File: src/rtl/hazard_stall_ctrl.sv
// hazard_stall_ctrl: pipeline stall/flush controller.
// Detects load-use hazards between Decode sources and the Execute-stage load
// destination, sequences the post-branch flush window, freezes the pipeline
// while data memory is busy, and latches the halted state after HLT.
// Optional feature macro: HAZARD_STATS_EN adds a saturating 16-bit count of
// cycles spent with the PC held; without it stall_cycles is tied to zero.
// Outputs are Mealy: decoded from the registered state/counter plus the
// current inputs, so they are valid in the same cycle as the stimulus.
module hazard_stall_ctrl #(
   parameter int unsigned BR_FLUSH_CYCLES = 1   // legal 1..3
) (
   input  logic        clk,
   input  logic        rst,
   input  logic [3:0]  id_srcReg1,
   input  logic [3:0]  id_srcReg2,
   input  logic        id_src1_used,
   input  logic        id_src2_used,
   input  logic        id_is_hlt,
   input  logic [3:0]  ex_dstReg,
   input  logic        ex_mem_read,
   input  logic        ex_br_taken,
   input  logic        dmem_busy,
   output logic        pc_stall,
   output logic        fd_stall,
   output logic        de_stall,
   output logic        fd_flush,
   output logic        de_flush,
   output logic        halted,
   output logic [15:0] stall_cycles
);

   typedef enum logic [1:0] {
      ST_RUN      = 2'd0,
      ST_BR_FLUSH = 2'd1,
      ST_HALTED   = 2'd2
   } state_t;

   // Counter value loaded on a taken branch: the branch cycle itself is the
   // first flush cycle, the counter covers the remaining ones.
   localparam logic [1:0] FLUSH_RELOAD = 2'(BR_FLUSH_CYCLES - 1);

   state_t     state_q;
   logic [1:0] flush_cnt_q;
   logic       halted_q;
   logic       lu;

   // Register 0 is hard-wired zero, so a load into it can never be a hazard.
   assign lu = ex_mem_read && (ex_dstReg != 4'd0) &&
               ((id_src1_used && (id_srcReg1 == ex_dstReg)) ||
                (id_src2_used && (id_srcReg2 == ex_dstReg)));

   // Decode the per-cycle stall/flush controls in strict priority order.
   always_comb begin
      pc_stall = 1'b0;
      fd_stall = 1'b0;
      de_stall = 1'b0;
      fd_flush = 1'b0;
      de_flush = 1'b0;
      if (rst) begin
         // everything quiet while in reset
      end else if (dmem_busy) begin
         pc_stall = 1'b1;
         fd_stall = 1'b1;
         de_stall = 1'b1;
      end else if (state_q == ST_HALTED) begin
         // hold fetch, let the back end drain with bubbles
         pc_stall = 1'b1;
         fd_stall = 1'b1;
         de_flush = 1'b1;
      end else if (ex_br_taken || (state_q == ST_BR_FLUSH)) begin
         fd_flush = 1'b1;
         de_flush = 1'b1;
      end else if (lu) begin
         // load advances, one bubble enters Execute
         pc_stall = 1'b1;
         fd_stall = 1'b1;
         de_flush = 1'b1;
      end else if (id_is_hlt) begin
         pc_stall = 1'b1;
         fd_flush = 1'b1;
      end
   end

   assign halted = halted_q && !rst;

   // Advance state, flush counter and halted flag; dmem_busy freezes all of it.
   always_ff @(posedge clk) begin
      if (rst) begin
         state_q     <= ST_RUN;
         flush_cnt_q <= 2'd0;
         halted_q    <= 1'b0;
      end else if (!dmem_busy) begin
         case (state_q)
            ST_HALTED: begin
               state_q  <= ST_HALTED;
               halted_q <= 1'b1;
            end
            ST_RUN, ST_BR_FLUSH: begin
               if (ex_br_taken) begin
                  // a same-cycle HLT is wrong-path and simply dropped here
                  if (BR_FLUSH_CYCLES > 1) begin
                     state_q     <= ST_BR_FLUSH;
                     flush_cnt_q <= FLUSH_RELOAD;
                  end else begin
                     state_q     <= ST_RUN;
                     flush_cnt_q <= 2'd0;
                  end
               end else if (state_q == ST_BR_FLUSH) begin
                  if (flush_cnt_q <= 2'd1) begin
                     state_q     <= ST_RUN;
                     flush_cnt_q <= 2'd0;
                  end else begin
                     flush_cnt_q <= flush_cnt_q - 2'd1;
                  end
               end else if (!lu && id_is_hlt) begin
                  state_q  <= ST_HALTED;
                  halted_q <= 1'b1;
               end
            end
            default: begin
               state_q     <= ST_RUN;
               flush_cnt_q <= 2'd0;
            end
         endcase
      end
   end

`ifdef HAZARD_STATS_EN
   logic [15:0] stat_q;

   // Count cycles with the PC held, saturating rather than wrapping.
   always_ff @(posedge clk) begin
      if (rst) begin
         stat_q <= 16'h0000;
      end else if (pc_stall && (stat_q != 16'hFFFF)) begin
         stat_q <= stat_q + 16'h0001;
      end
   end

   assign stall_cycles = rst ? 16'h0000 : stat_q;
`else
   assign stall_cycles = 16'h0000;
`endif

endmodule

File: config.mk
export PLATFORM = sky130hd
export DESIGN_NAME = hazard_stall_ctrl
export DESIGN_NICKNAME = d
export VERILOG_FILES = /design/src/rtl/hazard_stall_ctrl.sv
export SDC_FILE = /design/constraint.sdc
export NUM_CORES = 1
export LEC_CHECK = 0
export CAP_MARGIN = 25
export CORE_UTILIZATION = 29
export DETAILED_ROUTE_END_ITERATION = 10
export GPL_TIMING_DRIVEN = 0
export PLACE_DENSITY = 0.82
export SYNTH_ARGS = -nofsm -noshare
export SYNTH_HDL_FRONTEND = slang
export SYNTH_SLANG_ARGS = --single-unit
File: constraint.sdc
create_clock -name clk -period 3.1 [get_ports clk]
set_clock_uncertainty 0.05 [all_clocks]
set_input_delay 0.31 -clock clk [delete_from_list [all_inputs] [get_ports clk]]
set_output_delay 0.31 -clock clk [all_outputs]
set_load 0.005 [all_outputs]
### Word-level counts from Yosys, hierarchy flattened

Index checks and enable logic that the tools add are counted.

* output and inout bits: 22
* register bits after elaboration: 5
* word-level logic and storage cells: 69
* input bits: 20

* reduce and logical (&&, ||, !) cells: 17
* order comparisons: 1
* bitwise operators: 2
* mux-type cells: 35
* $add $sub $neg: 1
* equality and inequality tests: 10

Operator list (count)
* 2-to-1 mux 1 bit: 25
* 2-to-1 mux 2 bit: 7
* equality test 4 bit: 2
* inequality test 4 bit, second input constant: 2
* case mux 2 bit (2 select lines): 2
* logical AND 1 bit: 6
* inequality test 2 bit, second input constant: 3
* AND reduction 3 bit: 2
* AND reduction 5 bit: 1
* nonzero test 4 bit: 1
* inequality test 3 bit, second input constant: 1
* equality test 2 x 1 -> 1 bit, second input constant: 1
* equality test 2 bit, second input constant: 1
* <= comparator 2 x 1 -> 1 bit, second input constant: 1
* logical NOT 1 bit: 2
* logical NOT 2 bit: 1
* logical OR 1 bit: 2
* NOT 1 bit: 2
* case mux 1 bit (2 select lines): 1
* nonzero test 2 bit: 1
* OR reduction 2 bit: 1
* subtractor 2 x 1 -> 2 bit, second input constant: 1

### Depth between registers and ports, before layout

Gate-level depths: netlist (run 1).

* depth in word-level cells: 10
* gate-level depth with buffers: 5
* gate-level depth less buffers: 5

### Worst setup path before layout (run 1)

Ideal clock, no wire load.

* path type: input port to output port
* start: input port ex_dstReg[1]
* end: output port pc_stall
* setup slack: 1557 ps
* buffers on the path: 0
* stages: 5
* required time: 2740 ps
* arrival time: 1183 ps
* cells stage by stage: xor2_1 nor3_1 nand3_1 a21o_1 a221oi_2

* longest elaborated chain between the ends: 9
* elaborated cells between the ends (all ways): 13

RTL lines
* start, declared: RTL line 19 `input logic [3:0] ex_dstReg,`
* equality test 4 bit, on equally long branches: RTL line 49, 50
* logical AND 1 bit, on equally long branches: RTL line 49, 50
* logical OR 1 bit: RTL line 49 `((id_src1_used && (id_srcReg1 == ex_dstReg)) ||`
* logical AND 1 bit (*): RTL line 48 `assign lu = ex_mem_read && (ex_dstReg != 4'd0) &&`
* 2-to-1 mux 1 bit (*): RTL line 73 `end else if (lu) begin`
* 2-to-1 mux 1 bit (*): RTL line 70 `end else if (ex_br_taken || (state_q == ST_BR_FLUSH)) begin`
* 2-to-1 mux 1 bit (*): RTL line 65 `end else if (state_q == ST_HALTED) begin`
* 2-to-1 mux 1 bit (*): RTL line 61 `end else if (dmem_busy) begin`
* 2-to-1 mux 1 bit (*): RTL line 59 `if (rst) begin`
* end, declared: RTL line 23 `output logic pc_stall,`

Mark *: on every way between the ends. The rest lies on a longest branch, timed or not.

### Final worst setup path (run 1)

* start: input port ex_dstReg[0]
* end: output port pc_stall

The elaborated chain is that of the path after synthesis.

==> results of run 1 <==
[worst max-delay path, stage by stage]
cell and delay, ns:
clkdlybuf4s50_1 0.48, xor2_1 0.19, nor3_1 0.18, nand3_1 0.10, a21o_1 0.25, a221oi_2 0.24, clkdlybuf4s50_1 0.53
[area by class of cell]
type,count,area (um2)
inverters,1,3.754
multi-input cells,46,280.3
well taps,14,17.52
repair buffers,24,240.2
fillers,125,457.9
flip-flops and latches,2,40.04
clock buffers,3,22.52
plain buffers,17,123.9
[registers in the layout, summed over array words and instances, names as in the netlist]
signal / cells
state_q: 1
halted_q: 1
[cells in the mapped netlist, types with 2 or more instances]
library cell,count,area (um2)
xor2_1,6,52.55
nor3_1,4,20.02
nor2b_1,2,12.51
nand3_1,2,10.01
dfxtp_1,2,40.04
nor2_1,3,11.26
xnor2_1,2,17.52
a22o_2,2,20.02
buf_4,16,120.1
[worst max path at each step]
stage,start,endpoint,slack [ns],cells past startpoint
global placement,ex_dstReg[1],pc_stall,0.44,7
floorplan,ex_dstReg[1],pc_stall,1.56,5
CTS,ex_dstReg[0],pc_stall,0.43,7
global route,ex_dstReg[1],pc_stall,0.33,7
detailed placement,ex_dstReg[0],pc_stall,0.45,7
finish,ex_dstReg[0],pc_stall,0.46,7
[power by group through the flow]
stage               clock (W)  sequential [W]  combinational (W)
finish              0.0000571       0.0000295          0.0000814
global route        0.0000603       0.0000298          0.0000887
CTS                 0.0000603       0.0000294          0.0000815
detailed placement          0       0.0000297          0.0000811
global placement            0       0.0000297          0.0000800
floorplan                   0       0.0000293          0.0000416
[per-layer routing]
metal	GRT usage	vias to the layer above	share of wire
met2	0.2292	31	0.47
met5	0	-	0
li1	-	229	-
met1	0.1190	169	0.36
met3	0.02312	0	0.17
met4	0.05172	0	0
[metrics by stage]
step	hold WS (ns)	power, W
4_1_cts	0.4659	0.0001712
3_5_place_dp	0.5511	0.0001109
5_1_grt	0.5142	0.0001788
2_1_floorplan	0.5002	0.00007092
6_report	0.4702	0.0001680
3_3_place_gp	0.5382	0.0001098
[cell families after synthesis]
group                  share of synthesized area
other                                   0.009575
XOR/XNOR                                  0.1789
AND/OR/NAND/NOR                           0.1917
AO/OA/AOI/OAI                             0.1917
buffers and inverters                     0.3259
flip-flops                                0.1022
==> flow_summary_export.csv, run 1 <==
group,metric,value,unit
run_status,status,"complete, no violations",
global_routing,antenna_found_initial,0,
sta,setup_tns,0,ns
power_and_ir_drop,p_int,0.0001246,W
route,first_pass_iters,3,
power_and_ir_drop,peakVddDrop,0.0001219,V
synth,synthArstFlopShare,0,
floorplanning,dieWidth,38.75,um
final_layout,final_cell_mix,"clkdlybuf4s50_1 (24), buf_4 (16), conb_1 (16), xor2_1 (6), nor3_1 (4)",
final_layout,stdcell_area,728.2,um2
place,post-place-ws,0.4519,ns
sta,setup_viol,0,
floorplanning,die-height,38.75,um
power_and_ir_drop,powerDensity,230.8,nW/um2
clock_network,insertion_delay,0.22,ns
synth,synthFlopType,"dfxtp_1",
min_path,hold_class,"in -> reg",
clock_network,clock-sinks,2,
floorplanning,dieArea,1502,um2
sta,slew_viol_final,0,
clock_network,cts-resized-gates,0,
min_path,min_from,"rst",
global_routing,grt_start_max_net_pins,10,
route,wirelength,937,um
final_layout,final_common_cell,"clkdlybuf4s50_1",
place,hpwl,812,um
critical_path,rrSetupSlack,2.24,ns
global_routing,grt_pass1_wl,1.283,mm
synth,synth-seq-cells,2,
power_and_ir_drop,p_switching,0.00004348,W
clock_network,clockBufferDepth,2,
critical_path,ff2ff_path_depth,2,
clock_network,clkTransAtPathRegs,0.03,ns
synth,synth-edff-count,0,
sta,timing.final.crit_period,2.639,ns
route,ant_nets,0,
critical_path,path_class,"in -> out",
floorplanning,ios,42,
synth,ys_warn_count,0,
clock_network,cts_root_buffer,"clkbuf_4",
global_routing,grt-ovfl-total,0,
clock_network,postCtsSetupBuffers,0,
floorplanning,coreArea,1186,um2
sta,fin_crit_sh,0.8514,
sta,rsz0062_at_grt,"false",
synth,synth_cell_type_count,21,
power_and_ir_drop,p_leak,0.3422,nW
final_layout,final_util,0.6139,
clock_network,numCtsBuffers,3,
final_layout,fin_cells,107,
critical_path,path_max_fanout,6,
final_layout,layout.nets,115,
power_and_ir_drop,p_comb_frac,0.485,
sta,hold_viol_final,0,
min_path,min_path_cells,3,
place,place.gp.congestion,0.6529,
power_and_ir_drop,p_sw_frac,0.2587,
min_path,min_to,"state_q[1]$_SDFFE_PP0P_",
critical_path,r2r_end,"halted_q$_SDFFE_PP0P_",
route,drc,0,
sta,timing.fmax,378.9,MHz
clock_network,cts-hold-fix-buffers,0,
route,initialDrtViolationCount,7,
synth,avgSynthCellArea,7.679,um2
synth,synth_seq_area_share,0.1022,
clock_network,tritoncts,"yes",
floorplanning,start_util,0.3302,
power_and_ir_drop,p_seq_frac,0.176,
global_routing,grt_pass1_vias,338,
critical_path,cp.arrival,2.28,ns
route,wl_per_cell,8.757,um
sta,fin_ws,0.4606,ns
final_layout,area_delta_synth_final,85.94,%
final_layout,n_antenna_cell,0,
critical_path,worst_setup_path_end_kind,"primary output",
critical_path,worstSetupStartpointType,"input pin",
global_routing,grt_util_all_layers,0.1186,
synth,syn_inst,51,
clock_network,htree_levels,1,
place,place_area,705.7,um2
run,cap_violations,0,
critical_path,required,2.74,ns
place,portBuffers,24,
place,dp_cells,104,
route,num_vias,429,
floorplanning,rows,12,
route,viasPerCell,4.009,
critical_path,regToRegStartpoint,"halted_q$_SDFFE_PP0P_",
power_and_ir_drop,power_frac_clock,0.340,
final_layout,layout-drive-gt1-share,0.2473,
synth,netlist_area,391.6,um2
Power figures use the tool's default switching activity.
==> run 2, diff against run 1 <==
--- a/config.mk
+++ b/config.mk
@@ -8,6 +8,7 @@
 export CAP_MARGIN = 25
-export CORE_UTILIZATION = 29
+export CORE_UTILIZATION = 28
 export DETAILED_ROUTE_END_ITERATION = 10
+export GPL_ROUTABILITY_DRIVEN = 1
 export GPL_TIMING_DRIVEN = 0
-export PLACE_DENSITY = 0.82
+export PLACE_DENSITY = 0.8
 export SYNTH_ARGS = -nofsm -noshare
==> constraint.sdc (replaced) <==
create_clock -name clk -period 3.1 [get_ports clk]
set_clock_uncertainty 0.05 [all_clocks]
set_input_delay 0.465 -clock clk [delete_from_list [all_inputs] [get_ports clk]]
set_output_delay 0.465 -clock clk [all_outputs]
set_load 0.005 [all_outputs]
==> run 2 against run 1 <==
Against the previous run: cell area up 0.52%; maximum frequency shrank 8.4%; via count increased by 0.70%; critical path depth unchanged; utilization shrank 5.1 points; sequential power is essentially flat; die area is 3.4% higher; wire length rose by 1.8%; critical path type unchanged; critical endpoint is now de_flush; highest routed layer unchanged.
==> flow_summary_export.csv, run 2 (synthesis results as in run 1) <==
group,metric,value,unit
run_status,status,"complete, no violations",
place,hpwl,805.4,um
power_and_ir_drop,p_leak,0.3551,nW
final_layout,n_antenna_cell,0,
floorplanning,ios,42,
min_path,hold_class,"reg -> reg",
global_routing,grt_pass1_wl,1.380,mm
power_and_ir_drop,p_sw_frac,0.2617,
global_routing,grt_start_max_net_pins,10,
route,first_pass_iters,1,
final_layout,final_cell_mix,"clkdlybuf4s50_1 (23), buf_4 (16), conb_1 (16), xor2_1 (6), nor3_1 (4)",
critical_path,critPathLaunch,"ex_dstReg[1]",
sta,setup_viol,0,
clock_network,clockBufferDepth,2,
global_routing,antenna_found_initial,0,
critical_path,required,2.58,ns
clock_network,clock-sinks,2,
power_and_ir_drop,p_int,0.0001243,W
sta,fin_crit_sh,0.9300,
clock_network,cts-hold-fix-buffers,0,
power_and_ir_drop,powerDensity,230.1,nW/um2
floorplanning,start_util,0.3010,
floorplanning,die-height,39.40,um
clock_network,cts_root_buffer,"clkbuf_4",
route,wirelength,954,um
route,viasPerCell,4.000,
critical_path,crit_path_end,"de_flush",
critical_path,ff2ff_path_depth,2,
clock_network,clkTransAtPathRegs,0.03,ns
sta,timing.fmax,346.9,MHz
final_layout,final_common_cell,"clkdlybuf4s50_1",
sta,rsz0062_at_grt,"false",
critical_path,path_class,"in -> out",
run,cap_violations,0,
critical_path,rrSetupSlack,2.25,ns
clock_network,htree_levels,1,
clock_network,tritoncts,"yes",
critical_path,worstSetupStartpointType,"input pin",
floorplanning,coreArea,1301,um2
place,portBuffers,24,
global_routing,grt_pass1_vias,390,
critical_path,r2r_end,"halted_q$_SDFFE_PP0P_",
global_routing,grt_util_all_layers,0.1370,
power_and_ir_drop,power_frac_clock,0.342,
route,num_vias,432,
clock_network,numCtsBuffers,3,
sta,timing.final.crit_period,2.883,ns
final_layout,largestRegisters,"halted_q x1, state_q x1",
critical_path,worst_setup_path_end_kind,"primary output",
critical_path,cp.arrival,2.37,ns
final_layout,seq_area,40.04,um2
critical_path,path_max_fanout,6,
route,drc,0,
floorplanning,rows,13,
route,initialDrtViolationCount,0,
power_and_ir_drop,p_comb_frac,0.483,
critical_path,regToRegStartpoint,"halted_q$_SDFFE_PP0P_",
final_layout,fill_cells,140,
sta,hold_viol_final,0,
place,place.gp.congestion,0.6754,
final_layout,area_delta_synth_final,86.90,%
global_routing,grt-ovfl-total,0,
power_and_ir_drop,p_switching,0.00004407,W
power_and_ir_drop,p_seq_frac,0.175,
final_layout,layout.nets,115,
final_layout,fin_cells,108,
floorplanning,dieArea,1552,um2
clock_network,insertion_delay,0.22,ns
route,wl_per_cell,8.833,um
floorplanning,dieWidth,39.40,um
final_layout,layout-drive-gt1-share,0.2473,
final_layout,multiInputGateArea,280.3,um2
power_and_ir_drop,peakVddDrop,0.0001432,V
sta,slew_viol_final,0,
place,dp_cells,105,
sta,setup_tns,0,ns
route,ant_nets,0,
## run 2: changes by cell type in the layout (fill, tap and decap cells not counted)
cell / change
clkdlybuf4s50_1: -1
dlymetal6s2s_1: +1
## run 2: final cells by class
class                   count  area share
multi-input cells          46      0.3829
inverters                   1    0.005128
well taps                  15     0.02564
flip-flops and latches      2     0.05470
repair buffers             24      0.3316
clock buffers               3     0.03077
plain buffers              17      0.1692
## run 2: how the worst min path moves through the flow
stage / startpoint / slack (ns) / endpoint / cells after the start
global route: halted_q$_SDFFE_PP0P_ / 0.60 / halted_q$_SDFFE_PP0P_ / 2
finish: state_q[1]$_SDFFE_PP0P_ / 0.55 / state_q[1]$_SDFFE_PP0P_ / 1
global placement: state_q[1]$_SDFFE_PP0P_ / 0.54 / state_q[1]$_SDFFE_PP0P_ / 1
CTS: state_q[1]$_SDFFE_PP0P_ / 0.55 / state_q[1]$_SDFFE_PP0P_ / 1
detailed placement: state_q[1]$_SDFFE_PP0P_ / 0.55 / state_q[1]$_SDFFE_PP0P_ / 1
floorplan: state_q[1]$_SDFFE_PP0P_ / 0.50 / state_q[1]$_SDFFE_PP0P_ / 1
## run 2: worst max-delay path, cell delays in order
cell	delay (ns)
clkdlybuf4s50_1	0.47
xor2_1	0.18
nor3_1	0.21
nand3_1	0.10
a21o_1	0.25
a21boi_0	0.17
clkdlybuf4s50_1	0.52
## run 2: what timing repair did
| item | CTS | global route |
|---|---|---|
| buffers inserted | 0 | 0 |
| setup endpoints to repair | 0 | 1 |
| resized for setup | 0 | 1 |
## run 2: routing by layer
metal | global-route usage | up-vias | routed length, um
met5 | 0 | - | 0
met4 | 0.07759 | 0 | 0
met3 | 0.06250 | 0 | 152
met2 | 0.2664 | 28 | 472
met1 | 0.1074 | 174 | 329
li1 | - | 230 | -
## run 2: metrics by stage
stage	util	hold slack, ns	power (W)	setup slack, ns	instance area (um2)
floorplan	-	0.5002	0.00007092	1.247	447.9
global placement	0.5433	0.5415	0.0001102	0.09683	706.9
detailed placement	0.5433	0.5464	0.0001105	0.1050	706.9
CTS	0.5606	0.5536	0.0001709	0.09014	729.5
global route	0.5625	0.5971	0.0001794	0.08567	732.0
finish	0.5625	0.5524	0.0001684	0.2170	732.0
## run 2: power by group through the flow
stage	clock network (W)	logic, W	registers [W]
after CTS	0.0000600	0.0000814	0.0000294
after global placement	0	0.0000805	0.0000297
after detailed placement	0	0.0000808	0.0000297
after global routing	0.0000603	0.0000893	0.0000298
after floorplan	0	0.0000416	0.0000293
final	0.0000577	0.0000813	0.0000295
